--- config.mk ---
export PLATFORM = sky130hd
export DESIGN_NAME = led_display_pwm_array
export DESIGN_NICKNAME = d
export VERILOG_FILES = /design/src/rtl/led_display_pkg.sv /design/src/rtl/led_display_pwm_prescaler.sv /design/src/rtl/led_display_pwm_array.sv
export SDC_FILE = /design/constraint.sdc
export NUM_CORES = 1
export LEC_CHECK = 0
export CAP_MARGIN = 40
export CORE_AREA = 2 2 126 128
export CTS_BUF_LIST = sky130_fd_sc_hd__clkbuf_8 sky130_fd_sc_hd__clkbuf_16
export DETAILED_ROUTE_END_ITERATION = 10
export DIE_AREA = 0 0 128 130
export GPL_ROUTABILITY_DRIVEN = 0
export PLACE_DENSITY = 0.58
export SLEW_MARGIN = 20
export SYNTH_ARGS = -nofsm -noshare
export SYNTH_HDL_FRONTEND = slang
export SYNTH_HIERARCHICAL = 1
export SYNTH_SLANG_ARGS = --single-unit
--- constraint.sdc ---
create_clock -name clk_in -period 5.2 [get_ports clk_in]
set_input_delay 1.04 -clock clk_in [delete_from_list [all_inputs] [get_ports clk_in]]
set_output_delay 1.04 -clock clk_in [all_outputs]
set_load 0.02 [all_outputs]
--- src/rtl/led_display_pkg.sv ---
// -----------------------------------------------------------------------------
// led_display_pkg
// Shared definitions for the LED display PWM array:
//   - legal parameter ranges for DEPTH and NUM_CHANNELS
//   - run_state_t : idle/run state of the period sequencer
//   - calc_divisor : clocks per PWM tick, floored and clamped to at least 1
//   - phase_offset : per-channel phase stagger, in ticks
// -----------------------------------------------------------------------------
package led_display_pkg;

    localparam int DEPTH_MIN        = 2;
    localparam int DEPTH_MAX        = 12;
    localparam int NUM_CHANNELS_MIN = 1;
    localparam int NUM_CHANNELS_MAX = 32;

    typedef enum logic {
        ST_IDLE = 1'b0,
        ST_RUN  = 1'b1
    } run_state_t;

    // One PWM period is (2^depth - 1) ticks. The divisor spreads those ticks
    // over one period of pwm_freq. A zero result from a fast PWM request is
    // clamped to 1, so the array then simply runs at one tick per clock.
    function automatic int calc_divisor(longint sys_clk_freq, longint pwm_freq, int depth);
        longint steps;
        longint div;
        steps = (longint'(1) << depth) - 1;
        div   = sys_clk_freq / (pwm_freq * steps);
        return (div < 1) ? 1 : int'(div);
    endfunction

    // Channel i starts its period i*floor(period/num_channels) ticks early.
    // This spreads the rising edges evenly and reduces supply current peaks.
    function automatic int phase_offset(int channel, int depth, int num_channels);
        return channel * (((1 << depth) - 1) / num_channels);
    endfunction

endpackage

--- src/rtl/led_display_pwm_prescaler.sv ---
// -----------------------------------------------------------------------------
// led_display_pwm_prescaler
// Produces a one-clock tick every `divisor` clocks while enabled. The count
// is held at 0 while disabled, so the first tick after enabling comes
// exactly `divisor` clocks later.
// Ports:
//   clk_in      : clock, rising edge
//   n_reset_in  : asynchronous active-low reset
//   enable_in   : run control; low holds the count at 0
//   divisor     : clocks per tick, must be >= 1
//   tick        : one-clock pulse on the last clock of each divisor window
// -----------------------------------------------------------------------------
module led_display_pwm_prescaler #(
    parameter int DIV_W = 8
) (
    input  logic             clk_in,
    input  logic             n_reset_in,
    input  logic             enable_in,
    input  logic [DIV_W-1:0] divisor,
    output logic             tick
);

    logic [DIV_W-1:0] count_q;
    logic             at_end;

    assign at_end = (count_q == (divisor - DIV_W'(1)));
    assign tick   = enable_in && at_end;

    // NOTE: State registers use non-blocking (<=) assignments. All flops then
    // update together at the clock edge, and the result does not depend on
    // the order in which the simulator runs the always blocks.
    always_ff @(posedge clk_in or negedge n_reset_in) begin
        if (!n_reset_in) begin
            count_q <= '0;
        end else if (!enable_in || at_end) begin
            count_q <= '0;
        end else begin
            count_q <= count_q + DIV_W'(1);
        end
    end

endmodule

--- src/rtl/led_display_pwm_array.sv ---
// -----------------------------------------------------------------------------
// led_display_pwm_array
// An array of NUM_CHANNELS PWM outputs that share one period counter.
// Duties are written into shadow registers at any time. They are copied to
// the active registers only at a period boundary, or when the array is
// enabled, so a period is never cut in a glitchy way.
// Ports:
//   clk_in           : clock, rising edge
//   n_reset_in       : asynchronous active-low reset
//   enable_in        : run control; low idles the array with outputs inactive
//   wr_en_in         : duty write strobe
//   wr_addr_in       : channel index for the write; out-of-range is ignored
//   wr_data_in       : duty value, 0 = always off, 2^DEPTH-1 = always on
//   pwm_out          : registered PWM outputs, inverted when ACTIVE_LOW=1
//   period_start_out : one-clock pulse in the first output clock of count 0
// -----------------------------------------------------------------------------
module led_display_pwm_array
    import led_display_pkg::*;
#(
    parameter  int SYS_CLK_FREQ = 12_500_000,
    parameter  int PWM_FREQ     = 1_000,
    parameter  int NUM_CHANNELS = 6,
    parameter  int DEPTH        = 8,
    parameter  int PHASE_SPREAD = 0,
    parameter  int ACTIVE_LOW   = 0,
    localparam int ADDR_W       = (NUM_CHANNELS > 1) ? $clog2(NUM_CHANNELS) : 1
) (
    input  logic                    clk_in,
    input  logic                    n_reset_in,
    input  logic                    enable_in,
    input  logic                    wr_en_in,
    input  logic [ADDR_W-1:0]       wr_addr_in,
    input  logic [DEPTH-1:0]        wr_data_in,
    output logic [NUM_CHANNELS-1:0] pwm_out,
    output logic                    period_start_out
);

    localparam int PERIOD  = (1 << DEPTH) - 1;
    localparam int DIVISOR = calc_divisor(SYS_CLK_FREQ, PWM_FREQ, DEPTH);
    localparam int DIV_W   = $clog2(DIVISOR + 1);

    localparam logic [DEPTH-1:0]        COUNT_MAX = DEPTH'(PERIOD - 1);
    localparam logic [NUM_CHANNELS-1:0] INACTIVE  = {NUM_CHANNELS{(ACTIVE_LOW != 0)}};

    // ---------------------------------------------------------------------
    // Parameter legality, checked at elaboration
    // ---------------------------------------------------------------------
    if (DEPTH < DEPTH_MIN || DEPTH > DEPTH_MAX) begin : g_bad_depth
        $error("led_display_pwm_array: DEPTH must be within 2..12");
    end
    if (NUM_CHANNELS < NUM_CHANNELS_MIN || NUM_CHANNELS > NUM_CHANNELS_MAX) begin : g_bad_channels
        $error("led_display_pwm_array: NUM_CHANNELS must be within 1..32");
    end
    if (PHASE_SPREAD != 0 && PHASE_SPREAD != 1) begin : g_bad_spread
        $error("led_display_pwm_array: PHASE_SPREAD must be 0 or 1");
    end
    if (ACTIVE_LOW != 0 && ACTIVE_LOW != 1) begin : g_bad_polarity
        $error("led_display_pwm_array: ACTIVE_LOW must be 0 or 1");
    end
    if (SYS_CLK_FREQ <= 0 || PWM_FREQ <= 0) begin : g_bad_freq
        $error("led_display_pwm_array: SYS_CLK_FREQ and PWM_FREQ must be positive");
    end

    // ---------------------------------------------------------------------
    // Idle/run sequencing
    // ---------------------------------------------------------------------
    run_state_t state_q;
    run_state_t state_d;
    logic       start;      // first enabled clock after idle: load duties, begin at 0
    logic       running;    // counting this clock
    logic       tick;
    logic       wrap;       // tick that returns the counter to 0
    logic       load;       // copy shadow duties into the active set

    always_ff @(posedge clk_in or negedge n_reset_in) begin
        if (!n_reset_in) begin
            state_q <= ST_IDLE;
        end else begin
            state_q <= state_d;
        end
    end

    // NOTE: Every signal written here gets a default value first, so every
    // path assigns it and no latch is inferred.
    always_comb begin
        state_d = state_q;
        start   = 1'b0;
        case (state_q)
            ST_IDLE: begin
                if (enable_in) begin
                    state_d = ST_RUN;
                    start   = 1'b1;
                end
            end
            ST_RUN: begin
                if (!enable_in) begin
                    state_d = ST_IDLE;
                end
            end
            default: state_d = ST_IDLE;
        endcase
    end

    // Enable is qualified here as well as in the state. A falling enable then
    // blanks the outputs on the very next clock instead of finishing the period.
    assign running = (state_q == ST_RUN) && enable_in;

    led_display_pwm_prescaler #(
        .DIV_W (DIV_W)
    ) u_prescaler (
        .clk_in     (clk_in),
        .n_reset_in (n_reset_in),
        .enable_in  (running),
        .divisor    (DIV_W'(DIVISOR)),
        .tick       (tick)
    );

    // ---------------------------------------------------------------------
    // Period counter: 0 .. 2^DEPTH-2, then wrap
    // ---------------------------------------------------------------------
    logic [DEPTH-1:0] count_q;
    logic             first_q;  // this is the first clock of count 0 of a period

    assign wrap = running && tick && (count_q == COUNT_MAX);
    assign load = start || wrap;

    always_ff @(posedge clk_in or negedge n_reset_in) begin
        if (!n_reset_in) begin
            count_q <= '0;
            first_q <= 1'b0;
        end else if (!running) begin
            count_q <= '0;
            first_q <= start;
        end else begin
            first_q <= 1'b0;
            if (tick) begin
                if (count_q == COUNT_MAX) begin
                    count_q <= '0;
                    first_q <= 1'b1;
                end else begin
                    count_q <= count_q + DEPTH'(1);
                end
            end
        end
    end

    // ---------------------------------------------------------------------
    // Duty registers
    // ---------------------------------------------------------------------
    logic [DEPTH-1:0] shadow_q [NUM_CHANNELS];
    logic [DEPTH-1:0] active_q [NUM_CHANNELS];

    // NOTE: The duty arrays are small and must start at 0. The outputs are
    // defined immediately after reset, so these arrays are built from
    // resettable flops and not from RAM.
    always_ff @(posedge clk_in or negedge n_reset_in) begin
        if (!n_reset_in) begin
            for (int i = 0; i < NUM_CHANNELS; i++) begin
                shadow_q[i] <= '0;
                active_q[i] <= '0;
            end
        end else begin
            if (wr_en_in && (int'(wr_addr_in) < NUM_CHANNELS)) begin
                shadow_q[wr_addr_in] <= wr_data_in;
            end
            // The active set is loaded from the shadow value held before this
            // edge. A write on the boundary clock therefore waits one period.
            if (load) begin
                active_q <= shadow_q;
            end
        end
    end

    // ---------------------------------------------------------------------
    // Per-channel compare
    // ---------------------------------------------------------------------
    logic [NUM_CHANNELS-1:0] raw;

    for (genvar i = 0; i < NUM_CHANNELS; i++) begin : g_ch
        localparam int OFFSET = (PHASE_SPREAD != 0) ? phase_offset(i, DEPTH, NUM_CHANNELS) : 0;

        logic [DEPTH:0]   sum;
        logic [DEPTH-1:0] phase;

        // count and offset are each below PERIOD. A single conditional
        // subtract therefore gives the modulo.
        assign sum    = {1'b0, count_q} + (DEPTH+1)'(OFFSET);
        assign phase  = (sum >= (DEPTH+1)'(PERIOD)) ? DEPTH'(sum - (DEPTH+1)'(PERIOD))
                                                    : sum[DEPTH-1:0];
        assign raw[i] = (phase < active_q[i]);
    end

    // ---------------------------------------------------------------------
    // Registered outputs, one clock behind the counter
    // ---------------------------------------------------------------------
    always_ff @(posedge clk_in or negedge n_reset_in) begin
        if (!n_reset_in) begin
            pwm_out          <= INACTIVE;
            period_start_out <= 1'b0;
        end else begin
            pwm_out          <= running ? (raw ^ INACTIVE) : INACTIVE;
            period_start_out <= running && first_q;
        end
    end

endmodule

# [Word-level counts from Yosys, hierarchy flattened]
# Index checks and enable logic that the tools add are counted.
[totals] register_bits=119 input_bits=15 elab_cells=59
[classes] n_addsub=3 n_lt_le_gt_ge=10 eq_ne=3 n_mux=14 bitwise_logic=1 n_reduce_logical=10
[op_table] op="48-bit bitwise mux" n=1
[op_table] op="8-bit < comparator" n=6
[op_table] op="8-bit two-way mux" n=5
[op_table] op="8-bit demux with 3-bit select" n=1
[op_table] op="6-bit two-way mux" n=2
[op_table] op="8-bit by 1-bit adder with 8-bit output (second input constant)" n=1
[op_table] op="8-bit == test (second input constant)" n=1
[op_table] op="8-bit greater-or-equal comparator (second input constant)" n=1
[op_table] op="8-bit subtractor (second input constant)" n=1
[op_table] op="1-bit logical AND" n=7
[op_table] op="6-bit by 1-bit adder with 6-bit output (second input constant)" n=1
[op_table] op="6-bit == test (second input constant)" n=1
[op_table] op="1-bit two-way mux" n=5
[op_table] op="4-bit greater-or-equal comparator (second input constant)" n=1
[op_table] op="4-bit by 1-bit < comparator with 1-bit output (second input constant)" n=1
[op_table] op="3-bit inverter with 4-bit output" n=1
[op_table] op="3-bit < comparator (second input constant)" n=1
[op_table] op="1-bit logical OR" n=2
[op_table] op="2-bit by 1-bit inequality test with 1-bit output (second input constant)" n=1
[op_table] op="1-bit zero test" n=1

# [Depth between registers and ports, before layout]
[logic_depth] ltp_word=6 depth_mapped=11 ltp_nobuf=10

# [Modules after synthesis]
# Netlist, hierarchy kept.
[by_module_without_submodules] module="led_display_pwm_array" instances=1 cells_per_inst=427 area_per_inst_um2=5516.5 seq_area_each_um2=2827.7
[by_module_without_submodules] module="led_display_pwm_prescaler" instances=1 cells_per_inst=45 area_per_inst_um2=441.7 seq_area_each_um2=150.1

# [Worst setup path before layout]
# Ideal clock, no wire load.
[synth_path] kind="input port to flip-flop" start="input port enable_in" end="register active_q[37] (netlist name)" setup_time_ns=0.125 arrival_ns=2.345 required_time_ns=5.075 path_slack_ns=2.730 cell_stages=8 n_path_buf=2 path_cell_list="nand2_1 > inv_1 > and3_1 > nand3_2 > a21boi_2 > buf_6 > buf_12 > mux2_4"
[synth_between] elab_chain_cells=5 word_cells_on_any_way=7 classes_between="mux: 2; reduce/logical: 5"
[synth_rtl] element="from (decl)" line_no="led_display_pwm_array.sv:30" text="input logic enable_in,"
[synth_rtl] element="1-bit logical AND" line_no="led_display_pwm_array.sv:106" text="assign running = (state_q == ST_RUN) && enable_in;"
[synth_rtl] element="via running" line_no="led_display_pwm_array.sv:70" text="logic running;"
[synth_rtl] element="1-bit logical AND" line_no="led_display_pwm_prescaler.sv:27" text="assign tick = enable_in && at_end;"
[synth_rtl] element="via tick" line_no="led_display_pwm_array.sv:71" text="logic tick;"
[synth_rtl] element="1-bit logical AND (2 in a row)" line_no="led_display_pwm_array.sv:124" text="assign wrap = running && tick && (count_q == COUNT_MAX);"
[synth_rtl] element="1-bit logical OR" line_no="led_display_pwm_array.sv:125" text="assign load = start || wrap;"
[synth_rtl] element="to (signal assigned)" line_no="led_display_pwm_array.sv:169" text="active_q <= shadow_q;"
[synth_rtl] element="to (decl)" line_no="led_display_pwm_array.sv:151" text="logic [DEPTH-1:0] active_q [NUM_CHANNELS];"
# The timed path passes the listed nets, and every way through them passes these cells.
# A chain may end at the register's enable or synchronous reset.

# [Final worst setup path]
[layout_path] start="input port enable_in" end="register active_q[26] (netlist name)"
# The elaborated chain is that of the path after synthesis.

==> impl_results.md <==
* Filler instances at 1427
* Wire length of the first global-routing pass at 19900 um
* R2r worst-path depth at 8
* Hold Vio Cnt, Final at 0
* Via count at 3683
* Power Density at 405 nW/um^2
* Worst min-delay path category: reg -> reg
* Largest family of logic cells by synthesized area: multiplexers
* Min Tclk post-route at 3.30 ns
* Fraction of layout cells with a size suffix above 1 at 0.276
* Top post-synthesis cells by area: dfrtp_1 (50%), mux2_2 (17%), ha_1 (9.7%)
* Final core utilization at 0.457
* Most used flip-flop cell after synthesis: dfrtp_1
* Worst-path fanout max at 47
* Maximum clock frequency at 303 MHz
* Slew Limit Fails at 0
* Mux contribution to synthesized area at 0.192
* Clock Sinks at 119
* Core Area at 15400 um^2
* Routed len/inst at 16.7 um
* Dpl cell area at 6470 um^2
* Crit path cell chain: clkdlybuf4s50_1, nand2_1, inv_1, and3_1, nand3_2, a21boi_4, buf_4, mux2_2
* GRT overflow at 0
* Initial antenna violation count at 1
* Skew final at 0.00814 ns
* Post-DRT Antenna Nets at 0
* Htree depth at 4
* NetSw at 0.000716 W
* Mapped Cells at 472
* P&R area growth vs syn at 18.4%
* VDD IR max at 0.245 mV
* PortBufs at 21
* Compound-Gate Fraction of Synth Area at 0.0779
* Number of global-route vias before repair at 3775
* Sw Share at 0.251
* Async SR Flop Fraction at 1.00
* Seq pwr share at 0.434
* Pint at 0.00214 W
* RSZ-0062 raised after global routing: no
* Levels on crit path at 8
* Gr usage total at 0.158
* Hold Slack at 0.491 ns
* Die Wd at 128 um
* Pin count of the biggest net entering global routing at 48
* Critical setup path kind: in -> reg
* Leakage at 3.38 nW
* Worst Path Arrival at 3.59 ns
* Detailed Route Iter0 Violations at 213
* Clock-pin slew on the worst setup and hold paths at 0.05 ns
* EDFF count, synth at 0
* Clock latency on the worst-skew pair at 0.41 ns
* Setup bufs post-CTS at 0
* # Max-Cap Violations at 0
* Worst Setup End Kind: flop
* Slowest cell on crit path: buf_4
* Sequential area share after synthesis at 0.500
* Bufs and invs on worst path at 3
* Max-slew headroom at 0.437
* Adder-cell share of the synthesized area at 0.0966
* Total CTS buffers at 17
* Worst slew pin tran at 0.845 ns
* Post-CTS sizing at 0
* Simple-gate area share of the yosys netlist at 0.0722
* Top cells by count, synth: dfrtp_1 (119), mux2_2 (88), inv_1 (48)
* Area share of the largest cell type after synthesis at 0.500
* Startpoint Class: input port
* Die footprint at 16600 um^2
* Post-DP HPWL at 8780 um
* Worst Path Required at 5.49 ns
* Synth area leader: dfrtp_1
* Status: completed
* Ant diodes at 0
* Clk network pwr share at 0.402
* Crit path max-delay family: buffers and inverters
* Post-Syn Area at 5960 um^2
* Final period util at 0.635
* Cts hold-fix bufs at 0
* Design Area, Final at 7050 um^2
* CTS tree: done
* Cell depth of the worst hold path at 1
* CTS root buf: clkbuf_16
* Drt total wl at 12200 um
* Vias per cell at 5.05
* DR pass1 iterations at 4
* Reg-to-reg slack, setup at 2.08 ns
* Die height at 130 um
* Unique masters post-synth at 42
* Synth warnings at 6
* Nets at 587
* Remaining DRCs at 0
* Row cnt at 46
* Io pins at 22
* Initial core utilization at 0.386
* Max Root-Sink Buffers at 2
* #FFs+latches synth at 119
* Final setup viols at 0
* Xor and xnor fraction of the mapped netlist area at 0.0174
* Count leader, synth: dfrtp_1
* Max incr delay on CP at 0.58 ns
* Setup TNS at 0 ns
* Comb power frac at 0.164
* Syn Area/Cell at 12.6 um^2
[through the flow]
stage,power [W],cells,setup slack (ns)
final,0.00286,729,1.90
after floorplan,0.00157,485,2.73
after global routing,0.00301,729,1.77
after CTS,0.00288,729,1.89
after global placement,0.00169,691,1.59
after detailed placement,0.00172,699,1.49
[area by class of cell]
type                    instances  area, um^2  area share
flip-flops and latches        119        2980       0.422
multi-input cells             309        2780       0.395
clock buffers                  18         439      0.0623
repair buffers                 31         293      0.0415
well taps                     192         240      0.0341
inverters                      48         180      0.0256
clock inverters                12         138      0.0195
[worst reg2reg max path: stages, from the launching register on]
cell and delay (ns):
dfrtp_1 0.41, xor2_1 0.18, xnor2_1 0.14, nor4bb_2 0.58, and3_1 0.34, nand3_2 0.13
a21boi_4 0.20, buf_4 0.58, mux2_2 0.45
[power by group through the flow]
stage,Sequential (W),Combinational [W],Clock (W)
global route,0.00126,0.000530,0.00122
CTS,0.00124,0.000477,0.00117
detailed placement,0.00125,0.000471,0
floorplan,0.00122,0.000353,0
global placement,0.00125,0.000447,0
finish,0.00124,0.000469,0.00115
[sequential cells by signal, summed over array words and instances, names as in the netlist]
signal / cells
active_q: 48
count_q: 8
first_q: 1
period_start_out: 1
pwm_out: 6
shadow_q: 48
state_q: 1
u_prescaler/count_q: 6
[cell families after synthesis]
logic type	after synthesis
DFF	119
other	2
AOI/OAI and AO/OA	69
xor gates and xnor gates	11
adders and majority gates	46
buffers and inverters	57
muxes	99
and+or+nand+nor	69
[layer usage]
layer	vias up	share of wire	GRT usage
met2	50	0.46	0.243
met4	0	0.0038	0.0420
met3	4	0.040	0.0472
met1	1848	0.50	0.220
met5	-	0	0
li1	1781	-	-
[cells in the final DEF (no fill, tap or decap), types with 9 or more instances in the layout]
master | netlist | layout
dfrtp_1 | 119 | 119
ha_1 | 46 | 46
mux2_2 | 88 | 88
nand2_1 | 9 | 9
inv_1 | 48 | 50
mux2_4 | 9 | 9
clkbuf_16 | 0 | 17
nor2_1 | 13 | 13
conb_1 | 2 | 15
nand3_1 | 11 | 11
a21oi_1 | 19 | 19
clkdlybuf4s50_1 | 0 | 20
o21ai_0 | 10 | 10
a211oi_1 | 10 | 10
a21o_1 | 12 | 12
[worst paths after layout]
check                                   end                    from
max                            active_q[26]               enable_in
min                        period_start_out                 first_q
max reg2reg                    active_q[26]  u_prescaler/count_q[3]
min reg2reg                period_start_out                 first_q
max in group asynchronous      shadow_q[19]              n_reset_in
min in group asynchronous      shadow_q[30]              n_reset_in
No activity file was read; power rests on OpenSTA's default activity.
